===== config.mk =====
export PLATFORM = sky130hd
export DESIGN_NAME = bram_port_arbiter
export DESIGN_NICKNAME = d
export VERILOG_FILES = /design/src/rtl/bram_port_arbiter.sv
export SDC_FILE = /design/constraint.sdc
export NUM_CORES = 1
export LEC_CHECK = 0
export CORE_MARGIN = 2
export CORE_UTILIZATION = 38
export DETAILED_ROUTE_END_ITERATION = 7
export PLACE_DENSITY = 0.77
export SKIP_LAST_GASP = 1
export SYNTH_ARGS = -nofsm -noshare
export SYNTH_HDL_FRONTEND = slang
export SYNTH_SLANG_ARGS = --single-unit

===== constraint.sdc =====
create_clock -name clk -period 2.3 [get_ports clk]
set_input_delay 0.46 -clock clk [delete_from_list [all_inputs] [get_ports clk]]
set_output_delay 0.46 -clock clk [all_outputs]
set_load 0.005 [all_outputs]

===== src/rtl/bram_port_arbiter.sv =====
// Two-requester round-robin front end for a single-port BRAM.
// Owns every BRAM port, returns registered read data per requester and
// runs a zero-fill sweep of the whole array after reset or on command.
module bram_port_arbiter #(
    parameter int AW            = 10,
    parameter int DW            = 32,
    parameter bit INIT_ON_RESET = 1'b1
) (
    input  logic          clk,
    input  logic          rst_n,
    // requester 0
    input  logic          req0,
    input  logic          we0,
    input  logic [AW-1:0] addr0,
    input  logic [DW-1:0] wdata0,
    output logic          gnt0,
    output logic          rvalid0,
    output logic [DW-1:0] rdata0,
    // requester 1
    input  logic          req1,
    input  logic          we1,
    input  logic [AW-1:0] addr1,
    input  logic [DW-1:0] wdata1,
    output logic          gnt1,
    output logic          rvalid1,
    output logic [DW-1:0] rdata1,
    // clear engine
    input  logic          clr_start,
    output logic          init_busy,
    // BRAM side
    output logic          bram_we,
    output logic [AW-1:0] bram_addr,
    output logic [DW-1:0] bram_din,
    input  logic [DW-1:0] bram_dout
);

    typedef enum logic {
        ST_INIT  = 1'b0,
        ST_SERVE = 1'b1
    } state_t;

    localparam state_t        RESET_STATE = INIT_ON_RESET ? ST_INIT : ST_SERVE;
    localparam logic [AW-1:0] CNT_LAST    = '1;

    state_t        state_q, state_d;
    logic [AW-1:0] cnt_q, cnt_d;          // sweep address
    logic          last_q, last_d;        // requester that won most recently
    logic [AW-1:0] addr_hold_q, addr_hold_d;
    logic          rvalid0_q, rvalid0_d;
    logic          rvalid1_q, rvalid1_d;
    logic [DW-1:0] rdata0_q, rdata0_d;
    logic [DW-1:0] rdata1_q, rdata1_d;

    logic          gnt0_c, gnt1_c;
    logic          bram_we_c;
    logic [AW-1:0] bram_addr_c;
    logic [DW-1:0] bram_din_c;

    // Round-robin grant: on a tie the requester that did not win last goes.
    // Grants are qualified with rst_n so nothing is offered while in reset.
    always_comb begin
        // NOTE: every signal assigned here gets a default first, so no path
        // through the block leaves it unassigned and no latch is inferred.
        gnt0_c = 1'b0;
        gnt1_c = 1'b0;
        if (rst_n && state_q == ST_SERVE) begin
            if (req0 && (!req1 || last_q)) begin
                gnt0_c = 1'b1;
            end else if (req1) begin
                gnt1_c = 1'b1;
            end
        end
    end

    // BRAM drive: sweep address in INIT, otherwise the winner's access;
    // with no winner the address bus parks on its previous value.
    always_comb begin
        bram_we_c   = 1'b0;
        bram_addr_c = addr_hold_q;
        bram_din_c  = '0;
        if (state_q == ST_INIT) begin
            bram_we_c   = rst_n;
            bram_addr_c = cnt_q;
        end else if (gnt0_c) begin
            bram_we_c   = we0;
            bram_addr_c = addr0;
            bram_din_c  = wdata0;
        end else if (gnt1_c) begin
            bram_we_c   = we1;
            bram_addr_c = addr1;
            bram_din_c  = wdata1;
        end
    end

    // Next-state, sweep counter, fairness pointer and read-return capture.
    always_comb begin
        state_d     = state_q;
        cnt_d       = cnt_q;
        last_d      = last_q;
        addr_hold_d = bram_addr_c;
        rvalid0_d   = gnt0_c && !we0;
        rvalid1_d   = gnt1_c && !we1;
        rdata0_d    = rdata0_q;
        rdata1_d    = rdata1_q;

        if (rvalid0_d) begin
            rdata0_d = bram_dout;
        end
        if (rvalid1_d) begin
            rdata1_d = bram_dout;
        end

        case (state_q)
            ST_INIT: begin
                // clr_start is deliberately ignored while sweeping
                if (cnt_q == CNT_LAST) begin
                    cnt_d   = '0;
                    state_d = ST_SERVE;
                end else begin
                    cnt_d = cnt_q + 1'b1;
                end
            end
            ST_SERVE: begin
                if (gnt0_c) begin
                    last_d = 1'b0;
                end else if (gnt1_c) begin
                    last_d = 1'b1;
                end
                // The access granted this cycle still completes at the edge.
                if (clr_start) begin
                    state_d = ST_INIT;
                end
            end
            default: begin
                state_d = RESET_STATE;
            end
        endcase
    end

    // State register; reset restarts the sweep from address 0.
    always_ff @(posedge clk or negedge rst_n) begin
        if (!rst_n) begin
            state_q     <= RESET_STATE;
            cnt_q       <= '0;
            last_q      <= 1'b1;
            addr_hold_q <= '0;
            rvalid0_q   <= 1'b0;
            rvalid1_q   <= 1'b0;
            rdata0_q    <= '0;
            rdata1_q    <= '0;
        end else begin
            // NOTE: non-blocking assignments so every flop samples values
            // from before the edge, independent of statement order.
            state_q     <= state_d;
            cnt_q       <= cnt_d;
            last_q      <= last_d;
            addr_hold_q <= addr_hold_d;
            rvalid0_q   <= rvalid0_d;
            rvalid1_q   <= rvalid1_d;
            rdata0_q    <= rdata0_d;
            rdata1_q    <= rdata1_d;
        end
    end

    assign gnt0      = gnt0_c;
    assign gnt1      = gnt1_c;
    assign rvalid0   = rvalid0_q;
    assign rvalid1   = rvalid1_q;
    assign rdata0    = rdata0_q;
    assign rdata1    = rdata1_q;
    assign init_busy = (state_q == ST_INIT);
    assign bram_we   = bram_we_c;
    assign bram_addr = bram_addr_c;
    assign bram_din  = bram_din_c;

    // Grants are mutually exclusive by construction.
    gnt_onehot_a: assert property (@(posedge clk) disable iff (!rst_n) !(gnt0 && gnt1));

endmodule


==> results.toml, run 1 <==
[clocking]
cts_buffers = 9
cts_max_level = 3
cts.sinks = 88
cts_root_buf = "clkbuf_8"
path_clk_slew_ps = 100
cts_buffer_depth = 2
clk_latency_ps = 350
cts_tree = "done"

[finish]
syn_to_final_growth_pct = 75.3
fillCellCount = 742
drive_above_1_share = 0.322
seqCellArea_um2 = 2200
fin_cells = 723
multi_input_area_um2 = 1810
final_nets = 703
utilization = 0.690

[grt]
grt_first_pass_wirelength_mm = 21.9
grt_pass1_vias = 3980
antenna_found_initial = 3
overflow = 0
grt_usage = 0.250
grt_max_degree = 71

[sta]
final_min_period_over_clock_period = 1.05
fin_crit_ps = 2420
hold_violations = 0
slew_viol_final = 0
tightest_slew_ps = 881
setup_ws_ps = -121
finalSetupViolCount = 22
rsz0062_at_grt = "yes"
maxSlewHeadroom = 0.413
finalClockSkew_ps = 14.7
whs_ps = 214
tns_ps = -1380
fmax_mhz = 413

[run]
maxCapViolations = 0

[synthesis]
synth_common_cells = "87 x dfrtp_1, 32 x a22o_1, 32 x mux2_2"
ys_ff_latch = 88
async_reset_ff_frac = 1.00
synthFlopType = "dfrtp_1"
netlist_area_um2 = 4080
synth_cells = 298
synth_area_per_cell_um2 = 13.7
synth_top_area_cell = "dfrtp_1"
yosys_warnings = 0
synth_edf_count = 0
yosysMostFrequentCell = "dfrtp_1"
synthDistinctLibCells = 42
synth_top_area_frac = 0.533
syn-num-nets = 422
ys_seq_area_frac = 0.540
synth_area_leaders = "dfrtp_1 53%, mux2_4 11%, mux2_2 8.8%, a22o_1 6.9%, nand2_1 2.0%"

[run_status]
outcome = "finished, violations left"
violations = "negative setup slack"

[floorplan]
core_area_um2 = 10400
num_rows = 37
die_x_um = 108
die_area_um2 = 11600
start_util = 0.394
io_pins = 235
die-height_um = 108

[pwr]
switchingPower_mw = 1.12
comb_power_share = 0.265
swShare = 0.286
leakage_nw = 3.28
pwr-share-seq = 0.475
ir_worst_vdd_mv = 0.325
p_int_mw = 2.79
p_per_area_nw_per_um2 = 547
p_clk_frac = 0.259
p_total_mw = 3.91

[drt]
vias = 3771
drt_iter0_markers = 181
vias_per_cell = 5.22
drc = 0
wirelength_mm = 14.8
routedWlPerCell_um = 20.4
ant_nets = 0
firstDrtPassIters = 4

[setup_path]
max_stage_delay_ps = 550
critPathCaptureType = "output pin"
crit_chain = "buf_6, a21boi_4, nand2_4, buf_12, inv_12, buf_12, buf_16, a22o_1, buf_2"
crit_path_start_kind = "register"
cp_max_fo = 7
critPathSlowestCell = "dfstp_2"
critPathKind = "reg2out"
crit_top_cell = "buf_12"
cp.required_ps = 1840
r2r-start = "last_q"
worstPathArrival_ps = 1960
cp-startpoint = "last_q"
reg2regPathDepth = 14

[placement]
dp.cells = 677
dpl.hpwl_mm = 10.7
gp_congestion = 0.954
portBuffers = 234

[worst_hold_path]
hold_class = "in2async"
[power groups by stage]
stage | Sequential, mW | Clock [mW] | Combinational, mW
floorplan | 1.86 | 0 | 0.353
global placement | 1.88 | 0 | 0.930
detailed placement | 1.89 | 0 | 0.952
CTS | 1.86 | 1.04 | 1.00
global route | 1.88 | 1.12 | 1.12
finish | 1.86 | 1.01 | 1.04
[registers in the layout, indices dropped and copies added, names as in the netlist]
name / flops
rvalid0: 1
rdata0: 32
rdata1: 32
cnt_q: 10
addr_hold_q: 10
last_q: 1
state_q: 1
rvalid1: 1
[cell families after synthesis]
group           synth area share
compound gates             0.131
xor+xnor                  0.0129
simple gates              0.0628
fa+ha+maj                0.00306
buf+inv                   0.0454
mux                        0.206
flops                      0.540
[routing by layer]
metal | up-vias | track usage | wire length, um
li1 | 1669 | - | -
met1 | 1842 | 0.267 | 5400
met2 | 210 | 0.438 | 7290
met3 | 50 | 0.0623 | 1150
met4 | 0 | 0.160 | 928
met5 | - | 0 | 0
[area by class of cell]
cell class	count	area share
tap	136	0.0238
inverter	6	0.00524
multi-input combinational	188	0.253
timing repair inverter	1	0.00227
antenna	3	0.00105
clock buffer	10	0.0192
clock inverter	6	0.00699
timing repair buffer	285	0.381
sequential	88	0.308
[repair_timing]
| item | 4_1_cts | 5_1_grt |
|---|---|---|
| gates resized for setup | 166 | 29 |
| hold buffers | 0 | 0 |
| setup buffers | 23 | 3 |
| endpoints found under the setup margin | 45 | 44 |
| cloned | 4 | 0 |
| pin swaps | 10 | 8 |
[metrics by stage]
step	cell area, um2	setup WS (ps)
floorplan	4080	469
global placement	6680	-548
detailed placement	6680	-602
CTS	7140	-115
global route	7160	-164
finish	7160	-121
[worst max-delay path, delay by kind of cell, from the launching register on]
kind / cells / cell delay (ps)
AO/OA/AOI/OAI: 2 / 260
flip-flops: 1 / 550
AND/OR/NAND/NOR: 1 / 130
buffers and inverters: 6 / 660
[path summary, 6_finish.rpt]
| check | endpoint | slack [ps] |
|---|---|---|
| min reg2reg | rdata1[20] | 510 |
| max reg2reg | addr_hold_q[0] | 0 |
| max | bram_din[10] | -120 |
| min | rdata0[6] | 210 |
| min in group clk | rdata1[20] | 510 |
| max in group asynchronous | rdata0[28] | 1250 |
[cells in the final DEF, fill, tap and decap left out, types with 4 or more instances in the layout]
master | synthesis | routed
clkdlybuf4s50_1 | 0 | 186
dfrtp_1 | 87 | 87
buf_4 | 3 | 33
a22o_1 | 32 | 32
mux2_2 | 32 | 32
mux2_4 | 29 | 29
buf_2 | 4 | 29
nand2_1 | 22 | 22
dlygate4sd2_1 | 0 | 11
clkbuf_8 | 0 | 10
buf_6 | 5 | 10
o22ai_1 | 10 | 9
buf_12 | 3 | 8
nor2_1 | 7 | 7
a31oi_2 | 0 | 6
inv_1 | 4 | 4
o21ai_0 | 5 | 4
xnor2_1 | 4 | 4
clkbuf_2 | 0 | 4
No activity file was read; power rests on OpenSTA's default activity.
==> inputs of run 2 (changes only) <==
- CORE_ASPECT_RATIO: default -> 0.5
==> run 2 against run 1 <==
  * The run now ends clean
  * Largest power group unchanged
  * Combinational power hardly changed
  * Utilization is 1.4 points higher
  * Highest routed layer unchanged
  * Critical endpoint is now init_busy
  * Worst setup slack better by 130 ps
==> results.toml, run 2 (same netlist as run 1, synthesis figures left out) <==
[clocking]
cts_root_buf = "clkbuf_16"
path_clk_slew_ps = 60
cts_max_level = 3
clk_latency_ps = 340
cts_buffer_depth = 2
cts.sinks = 88
cts_tree = "done"
cts_buffers = 9
postCtsHoldBufs = 0

[grt]
grt_first_pass_wirelength_mm = 20.3
grt_max_degree = 67
grt_usage = 0.225
grt_pass1_vias = 3641
overflow = 0
antenna_found_initial = 0

[finish]
antenna_cells = 0
design_area_um2 = 7280
drive_above_1_share = 0.289
fillCellCount = 779
final_nets = 690
layout_common_cells = "186 x clkdlybuf4s50_1, 87 x dfrtp_1, 32 x a22o_1, 32 x mux2_2, 29 x mux2_4"
syn_to_final_growth_pct = 78.4
fin_cells = 711
final_common_cell = "clkdlybuf4s50_1"

[floorplan]
num_rows = 26
die_area_um2 = 11600
io_pins = 235
core_area_um2 = 10300
start_util = 0.395
die-height_um = 77.3
die_x_um = 151

[sta]
tightest_slew_ps = 828
slew_viol_final = 0
hold_violations = 0
rsz0062_at_grt = "yes"
fin_crit_ps = 2290
maxSlewHeadroom = 0.448
finalSetupViolCount = 0
final_min_period_over_clock_period = 0.997
finalClockSkew_ps = 3.22
fmax_mhz = 436

[drt]
vias_per_cell = 4.98
wirelength_mm = 13.1
routedWlPerCell_um = 18.5
drc = 0
drt_iter0_markers = 153
vias = 3542
ant_nets = 0
firstDrtPassIters = 4

[setup_path]
cp_max_fo = 19
ff2ff_setup_slack_ps = 340
regToRegEndpoint = "rdata0[16]"
critPathKind = "reg2out"
cp.required_ps = 1840
worstPathArrival_ps = 1830
reg2regPathDepth = 8
crit_path_start_kind = "register"
r2r-start = "last_q"
critPathCaptureType = "output pin"

[pwr]
leakage_nw = 3.31
p_per_area_nw_per_um2 = 615
ir_worst_vdd_mv = 0.353

[placement]
dpl.hpwl_mm = 9.44
dp.cells = 681
dpl-instance-area_um2 = 6710
gp_congestion = 0.844
portBuffers = 234

[run]
maxCapViolations = 0

[worst_hold_path]
hold_class = "in2async"

[run_status]
outcome = "completed"
## run 2: where the power goes
group	switching, mW	internal [mW]
sequential	0.136	1.73
clock	0.591	0.982
combinational	0.406	0.633
## run 2: how the worst max path moves through the flow
| stage | start | endpoint | slack, ps | cells past startpoint |
|---|---|---|---|---|
| 3_5_place_dp | req1 | bram_din[20] | -570 | 7 |
| 3_3_place_gp | req1 | bram_din[4] | -460 | 7 |
| 5_1_grt | state_q | init_busy | -30 | 5 |
| 6_report | state_q | init_busy | 7 | 5 |
| 2_1_floorplan | last_q | bram_din[22] | 470 | 5 |
| 4_1_cts | last_q | bram_addr[8] | -70 | 8 |
## run 2: final cells by class
cell class	count	area [um2]	area share
clock inverter	5	78.8	0.0108
timing repair buffer	273	2690	0.369
tap	140	175	0.0241
multi-input combinational	188	1860	0.255
clock buffer	11	243	0.0333
inverter	6	35.0	0.00481
sequential	88	2200	0.303
## run 2: repair_timing
action	in CTS	in global routing
gates cloned	1	1
pin swaps	7	12
setup endpoints to repair	45	39
setup buffers	11	3
resized for setup	93	56
## run 2: metal layers
metal,part of all wire,up-vias,track usage
met1,0.42,1753,0.284
met2,0.50,124,0.384
met5,0,-,0
met3,0.057,22,0.0548
met4,0.021,0,0.0701
li1,-,1643,-
## run 2: stage by stage
stage / hold WS (ps) / power (mW) / worst slack [ps] / setup TNS [ps] / util
final: 142 / 4.48 / 7.42 / 0 / 0.704
after global routing: 151 / 4.69 / -31.3 / -31.3 / 0.704
after CTS: 133 / 4.47 / -71.1 / -439 / 0.696
after detailed placement: 475 / 2.84 / -574 / -21310 / 0.649
after global placement: 472 / 2.81 / -461 / -18300 / 0.649
after floorplan: 164 / 2.21 / 469 / 0 / -
## run 2: worst max-delay path, stage by stage, from the launching register on
cell and delay, ps:
dfrtp_1 390, buf_4 140, buf_6 160, inv_1 120
buf_4 150, clkdlybuf4s50_1 520
